$ cat src/rtl/inj_pulse_seq.sv
// Injection pulse sequencer: delayed burst of programmable-width/period pulses on INJ.
// Optional hit counting is enabled by defining INJ_HIT_COUNT_EN.
module inj_pulse_seq #(
    parameter int unsigned CW = 16,
    parameter int unsigned NW = 16
) (
    input  logic          CLK,
    input  logic          RST,
    input  logic          START,
    input  logic          ABORT,
    input  logic [CW-1:0] DELAY,
    input  logic [CW-1:0] WIDTH,
    input  logic [CW-1:0] PERIOD,
    input  logic [NW-1:0] COUNT,
    input  logic          HIT,
    output logic          INJ,
    output logic          BUSY,
    output logic          DONE,
    output logic [NW-1:0] PULSE_CNT,
    output logic [NW-1:0] HIT_CNT
);

    typedef enum logic [1:0] {IDLE, DLY, HIGH, LOW} state_t;

    state_t        state_q, state_d;
    logic [CW-1:0] tmr_q, tmr_d;
    logic [CW-1:0] w_q, w_d;
    logic [CW-1:0] l_q, l_d;
    logic [NW-1:0] tgt_q, tgt_d;
    logic [NW-1:0] pcnt_q, pcnt_d;
    logic          inj_q, inj_d;
    logic          busy_q, busy_d;
    logic          done_q, done_d;

    logic          start_go;
    logic [CW-1:0] w_in;
    logic [CW:0]   l_diff;
    logic [CW-1:0] l_in;
    logic [NW-1:0] pcnt_inc;

    assign start_go = (state_q == IDLE) && START && !ABORT;
    assign w_in     = (WIDTH == '0) ? CW'(1) : WIDTH;
    // Extra bit catches PERIOD < W; underflow or zero both clamp the low phase to 1
    assign l_diff   = {1'b0, PERIOD} - {1'b0, w_in};
    assign l_in     = (l_diff[CW] || (l_diff[CW-1:0] == '0)) ? CW'(1) : l_diff[CW-1:0];
    assign pcnt_inc = (pcnt_q == '1) ? pcnt_q : pcnt_q + NW'(1);

    always_ff @(posedge CLK) begin
        if (RST) begin
            state_q <= IDLE;
            tmr_q   <= '0;
            w_q     <= '0;
            l_q     <= '0;
            tgt_q   <= '0;
            pcnt_q  <= '0;
            inj_q   <= 1'b0;
            busy_q  <= 1'b0;
            done_q  <= 1'b0;
        end else begin
            state_q <= state_d;
            tmr_q   <= tmr_d;
            w_q     <= w_d;
            l_q     <= l_d;
            tgt_q   <= tgt_d;
            pcnt_q  <= pcnt_d;
            inj_q   <= inj_d;
            busy_q  <= busy_d;
            done_q  <= done_d;
        end
    end

    always_comb begin
        state_d = state_q;
        tmr_d   = tmr_q;
        w_d     = w_q;
        l_d     = l_q;
        tgt_d   = tgt_q;
        pcnt_d  = pcnt_q;
        if (state_q != IDLE && ABORT) begin
            state_d = IDLE;
        end else begin
            case (state_q)
                IDLE: begin
                    if (start_go) begin
                        state_d = DLY;
                        tmr_d   = DELAY;
                        w_d     = w_in;
                        l_d     = l_in;
                        tgt_d   = COUNT;
                        pcnt_d  = '0;
                    end
                end
                DLY: begin
                    if (tmr_q == '0) begin
                        state_d = HIGH;
                        tmr_d   = w_q - CW'(1);
                        pcnt_d  = pcnt_inc;
                    end else begin
                        tmr_d = tmr_q - CW'(1);
                    end
                end
                HIGH: begin
                    if (tmr_q == '0) begin
                        state_d = LOW;
                        tmr_d   = l_q - CW'(1);
                    end else begin
                        tmr_d = tmr_q - CW'(1);
                    end
                end
                LOW: begin
                    if (tmr_q == '0) begin
                        if (tgt_q != '0 && pcnt_q == tgt_q) begin
                            state_d = IDLE;
                        end else begin
                            state_d = HIGH;
                            tmr_d   = w_q - CW'(1);
                            pcnt_d  = pcnt_inc;
                        end
                    end else begin
                        tmr_d = tmr_q - CW'(1);
                    end
                end
                default: state_d = IDLE;
            endcase
        end
    end

    // Outputs are registered from the next state so INJ comes straight off a flop
    always_comb begin
        inj_d  = (state_d == HIGH);
        busy_d = (state_d != IDLE);
        done_d = (state_q == LOW) && (state_d == IDLE) && !ABORT;
    end

    assign INJ       = inj_q;
    assign BUSY      = busy_q;
    assign DONE      = done_q;
    assign PULSE_CNT = pcnt_q;

`ifdef INJ_HIT_COUNT_EN
    logic [2:0]    hit_sync_q;
    logic [NW-1:0] hit_cnt_q, hit_cnt_d;

    always_comb begin
        hit_cnt_d = hit_cnt_q;
        if (start_go) begin
            hit_cnt_d = '0;
        end else if (hit_sync_q[1] && !hit_sync_q[2] &&
                     (state_q == HIGH || state_q == LOW) && hit_cnt_q != '1) begin
            hit_cnt_d = hit_cnt_q + NW'(1);
        end
    end

    always_ff @(posedge CLK) begin
        if (RST) begin
            hit_sync_q <= '0;
            hit_cnt_q  <= '0;
        end else begin
            hit_sync_q <= {hit_sync_q[1:0], HIT};
            hit_cnt_q  <= hit_cnt_d;
        end
    end

    assign HIT_CNT = hit_cnt_q;
`else
    logic unused_hit;
    assign unused_hit = HIT;
    assign HIT_CNT    = '0;
`endif

endmodule

$ cat config.mk
export PLATFORM = sky130hd
export DESIGN_NAME = inj_pulse_seq
export DESIGN_NICKNAME = d
export VERILOG_FILES = /design/src/rtl/inj_pulse_seq.sv
export SDC_FILE = /design/constraint.sdc
export NUM_CORES = 1
export LEC_CHECK = 0
export CORE_ASPECT_RATIO = 0.5
export CORE_MARGIN = 1
export CORE_UTILIZATION = 43
export CTS_CLUSTER_SIZE = 24
export DETAILED_ROUTE_END_ITERATION = 6
export PLACE_DENSITY = 0.77
export RECOVER_POWER = 50
export SYNTH_ARGS = -nofsm -noshare
export SYNTH_HDL_FRONTEND = slang
export SYNTH_SLANG_ARGS = --single-unit
$ cat constraint.sdc
create_clock -name CLK -period 4 [get_ports CLK]
set_input_delay 0.4 -clock CLK [delete_from_list [all_inputs] [get_ports CLK]]
set_output_delay 0.4 -clock CLK [all_outputs]
set_load 0.01 [all_outputs]
Word level (Yosys, flattened, before mapping)
Index checks and enable logic that the tools add are counted.
{"block": "word_totals", "reg_bits": 85, "elab_cells": 67, "out_inout_bits": 35}
{"block": "op_classes", "mux": 21, "bitwise_logic": 1, "n_eq_ne": 11, "addsub": 5, "n_reduce_logical": 20}
{"cell": "16-bit two-way mux", "count": 12}
{"cell": "16-bit case mux with 4 select lines", "count": 1}
{"cell": "16-bit logical NOT", "count": 3}
{"cell": "16-bit case mux with 3 select lines", "count": 1}
{"cell": "16-bit by 1-bit subtractor with 16-bit output, second input constant", "count": 3}
{"cell": "16-bit by 16-bit subtractor with 17-bit output", "count": 1}
{"cell": "16-bit by 1-bit adder with 16-bit output, second input constant", "count": 1}
{"cell": "16-bit == test", "count": 1}
{"cell": "16-bit == test, second input constant", "count": 1}
{"cell": "16-bit nonzero test", "count": 1}
{"cell": "2-bit two-way mux", "count": 6}
{"cell": "2-bit inequality test, second input constant", "count": 4}
{"cell": "2-bit case mux with 4 select lines", "count": 1}
{"cell": "2-bit == test, second input constant", "count": 3}
{"cell": "1-bit logical AND", "count": 6}
{"cell": "3-bit AND reduction", "count": 2}
{"cell": "6-bit AND reduction", "count": 1}
{"cell": "2-bit logical NOT", "count": 2}
{"cell": "2-bit nonzero test", "count": 2}
{"cell": "3-bit inequality test, second input constant", "count": 1}
{"cell": "3-bit nonzero test", "count": 1}
{"cell": "2-bit by 1-bit == test with 1-bit output, second input constant", "count": 1}
{"cell": "1-bit logical NOT", "count": 1}
{"cell": "1-bit logical OR", "count": 1}
{"cell": "1-bit inverter", "count": 1}

Logic depth before layout (Yosys ltp)
{"block": "depth", "depth_word": 9, "mapped_depth": 13, "ltp_nobuf": 13}

Least setup slack after synthesis
Ideal clock, no wire load.
{"block": "synth_timing", "path_type": "input port to flip-flop", "from": "input WIDTH[8]", "to": "register l_q[0]", "stages": 13, "setup_ps": 74, "t_arrival_ps": 3283, "path_slack_ps": 643, "n_path_buf": 0, "required_time_ps": 3926, "path_cell_list": "nor4_1 a41o_1 ha_1 inv_1 fa_1 a21o_1 a221oi_1 nor4b_1 o41ai_1 xnor2_1 a2111oi_0 nand4_1 a31oi_1"}
{"block": "synth_via", "elab_chain_cells": 6}
{"item": "from (decl)", "line_no": "12", "rtl": "input logic [CW-1:0] WIDTH,"}
{"item": "16-bit logical NOT (*)", "line_no": "42", "rtl": "assign w_in = (WIDTH == '0) ? CW'(1) : WIDTH;"}
{"item": "16-bit two-way mux (*)", "line_no": "42"}
{"item": "named net w_in[0]", "line_no": "36", "rtl": "logic [CW-1:0] w_in;"}
{"item": "16-bit by 16-bit subtractor with 17-bit output (*)", "line_no": "44", "rtl": "assign l_diff = {1'b0, PERIOD} - {1'b0, w_in};"}
{"item": "16-bit logical NOT", "line_no": "45", "rtl": "assign l_in = (l_diff[CW] || (l_diff[CW-1:0] == '0)) ? CW'(1) : l_diff[CW-1:0];"}
{"item": "1-bit logical OR", "line_no": "45"}
{"item": "16-bit two-way mux (*)", "line_no": "45"}
{"item": "to (signal assigned)", "line_no": "63", "rtl": "l_q <= l_d;"}
{"item": "to (decl)", "line_no": "28", "rtl": "logic [CW-1:0] l_q, l_d;"}
Mark *: on every way through the listed nets, which the timed path passes. The rest lies on a longest branch.
A chain may end at the register's enable or synchronous reset.

Worst setup path in the final report
{"block": "layout_timing", "from": "input WIDTH[1]", "to": "register l_q[0]"}
The elaborated chain is that of the path after synthesis.

==> flow_summary.ini <==
[drt]
dr.first_iter.drc_count = 400
viasPerCell = 5.632
wl_per_cell_um = 15.49
ant_nets = 0
drt-pass1-iter-count = 7
drc = 0
drt-total-wl_mm = 14.92
num_vias = 5424

[layout]
fin_cells = 963
layout-drive-gt1-share = 0.05639
fill_cells = 1110
area.sequential_sq_um = 1702
syn2layout_area_growth_pct = 23.80
final_cell_mix = nand2_1 (94), dfxtp_1 (85), nor2_1 (73), clkdlybuf4s50_1 (66), a21oi_1 (62)
multi_input_area_sq_um = 3515
antennaDiodeCount = 0
final_common_cell = nand2_1
layout.nets = 883

[floorplanning]
ios = 104
die_w_um = 162.4
start_util = 0.4550
placement_rows = 28
core_sq_um = 12160
dieArea_sq_um = 13350
die_h_um = 82.20

[cts]
clockBufferDepth = 2
clkTransAtPathRegs_ns = 0.07
cts_tree = built
htreeDepth = 3
cts.sinks = 85
clkLatencyLatePin_ns = 0.34
cts_root_buf = clkbuf_16
cts-hold-fix-buffers = 0
cts_buffers = 9

[critical_path]
worst_path_most_repeated_cell = buf_4
path_cells = clkdlybuf4s50_1 -> nor4_2 -> buf_4 -> a41o_1 -> ha_1 -> inv_1 -> fa_1 -> a21o_1 -> a221oi_2 -> nor4b_1 -> o41ai_1 -> buf_4 -> xnor2_1 -> a2111oi_0 -> nand4_1 -> a31oi_1
required_ns = 4.27
critPathMaxStageDelay_ns = 0.44
worst-path-max-fanout = 2
cp_slowest_cell = clkdlybuf4s50_1
cp_top_family = compound AO/OA/AOI/OAI gates
end_kind = flip-flop
start_kind = input pin
arrival_ns = 4.01
criticalPathCategory = input pin to flip-flop
crit_buf_inv = 4

[logic_synthesis]
synth_top_area_cell = dfxtp_1
synth-simple-area-share = 0.2533
async_flop_share = 0
synth-compound-area-share = 0.1990
yosysWarnings = 0
synthAdderAreaFrac = 0.04886
muxShareOfSynthArea = 0.005429
synth_top_area_frac = 0.3076
synth_top_cells_by_area = dfxtp_1 (31%), xor2_1 (6.5%), nand2_1 (6.4%)
synth_top_family_by_area = simple AND/OR/NAND/NOR gates
syn_avg_cell_area_sq_um = 7.726
synthCells = 716
synth_cell_types = 65
synth_seq_cells = 85
synth_xor_area_frac = 0.1156
ys_seq_area_frac = 0.3076
synth_edf_count = 0
syn_area_sq_um = 5532
synth_top_flop_cell = dfxtp_1

[sta]
finalSetupViolCount = 0
holdWs_ns = 0.4758
hold_viol = 0
rsz0062_at_grt = no
fmax_mhz = 267.5
fin_setup_tns_ns = 0
period_minus_slack_ns = 3.738
tightest_slew_ns = 1.415
slew_headroom = 0.05656
finalCritPeriodShare = 0.9345
slew_violations = 0
clock-skew-final_ns = 0.008885

[placed_design]
io_buffers = 86
post-dp-hpwl_mm = 11.23
dp.cells = 947
gp_congestion = 0.9098

[outcome]
status = completed

[power_and_ir_drop]
p_leak_nw = 2.761
p_int_mw = 1.721
power.switching_uw = 749.1
pwr-share-comb = 0.250
switching_share = 0.3033
ir_worst_vdd_uv = 305.0
p_per_area_nw_per_um2 = 360.7
seq_power_share = 0.377
p_clk_frac = 0.373

[hold_path]
hold_class = flip-flop to flip-flop

[global_route]
grt_max_degree = 40
globalRouteOverflowTotal = 0
grt_first_pass_wirelength_mm = 24.27
grt_usage = 0.2311
antenna_found_initial = 0
grt_pass1_vias = 4937

[job]
drv_cap = 0
layout make-up:
class / instances / area share
inverter: 31 / 0.01699
clock inverter: 7 / 0.01517
tap: 165 / 0.03015
sequential: 85 / 0.2485
timing repair buffer: 103 / 0.1431
clock buffer: 9 / 0.03289
multi-input combinational: 563 / 0.5132
per-layer routing:
layer | part of all wire | vias to the layer above | track usage | wire, um
met5 | 0 | - | 0 | 0
met4 | 0.013 | 0 | 0.06415 | 200
met3 | 0.060 | 22 | 0.04146 | 890
met2 | 0.46 | 189 | 0.3915 | 6836
met1 | 0.47 | 2532 | 0.3046 | 6989
li1 | - | 2681 | - | -
through the flow:
| step | total power [mW] | area, sq um | util | setup WS (ns) |
|---|---|---|---|---|
| global route | 2.593 | 6848 | 0.5633 | 0.01826 |
| floorplan | 1.373 | 5588 | - | 0.6426 |
| global placement | 1.540 | 6513 | 0.5357 | -0.1213 |
| CTS | 2.475 | 6842 | 0.5628 | 0.1821 |
| finish | 2.470 | 6848 | 0.5633 | 0.2619 |
| detailed placement | 1.556 | 6513 | 0.5357 | -0.1482 |
power by group through the flow:
stage / Combinational (mW) / Clock [mW] / Sequential [mW]
after CTS: 0.612 / 0.932 / 0.930
after floorplan: 0.439 / 0 / 0.934
after detailed placement: 0.608 / 0 / 0.949
after global routing: 0.681 / 0.976 / 0.936
final: 0.617 / 0.921 / 0.932
after global placement: 0.594 / 0 / 0.946
cell usage after synthesis (7+ instances only):
cell / count
a211oi_1: 13
a21oi_1: 62
a221oi_1: 9
a22o_1: 10
a22oi_1: 7
and3_1: 7
buf_4: 16
clkbuf_1: 30
dfxtp_1: 85
ha_1: 20
inv_1: 31
nand2_1: 94
nand3_1: 9
nand4_1: 10
nor2_1: 73
nor3_1: 24
nor4_1: 24
o21ai_0: 15
or3_1: 8
or4_1: 9
xnor2_1: 32
xor2_1: 41
final timing paths:
path,startpoint,to,slack [ns],depth (start not counted)
setup / recovery,WIDTH[1],l_q[0],0.26,16
hold / removal,w_q[1],w_q[1],0.48,2
setup reg to reg,state_q[0],PULSE_CNT[13],0.60,5
hold reg to reg,w_q[1],w_q[1],0.48,2
sequential cells by signal (all words and copies together), names as in the netlist:
signal,flops
BUSY,1
DONE,1
INJ,1
PULSE_CNT,16
l_q,16
state_q,2
tgt_q,16
tmr_q,16
w_q,16
cells by family after synthesis:
| family | after synthesis |
|---|---|
| compound gates | 163 |
| xor+xnor | 73 |
| fa+ha+maj | 21 |
| buf+inv | 83 |
| flops | 85 |
| mux | 3 |
| other cells | 1 |
| simple gates | 287 |
worst register-to-register path: cells and delay by family, from the launching register on:
family	cells	cell delay, ns
and+or+nand+nor	4	2.08
DFF	1	0.96
AOI/OAI and AO/OA	1	0.29
timing repair:
action	in CTS	in global routing
resized for setup	0	2
endpoints found under the setup margin	0	4
setup buffers	0	0
No activity file was read; power rests on OpenSTA's default activity.
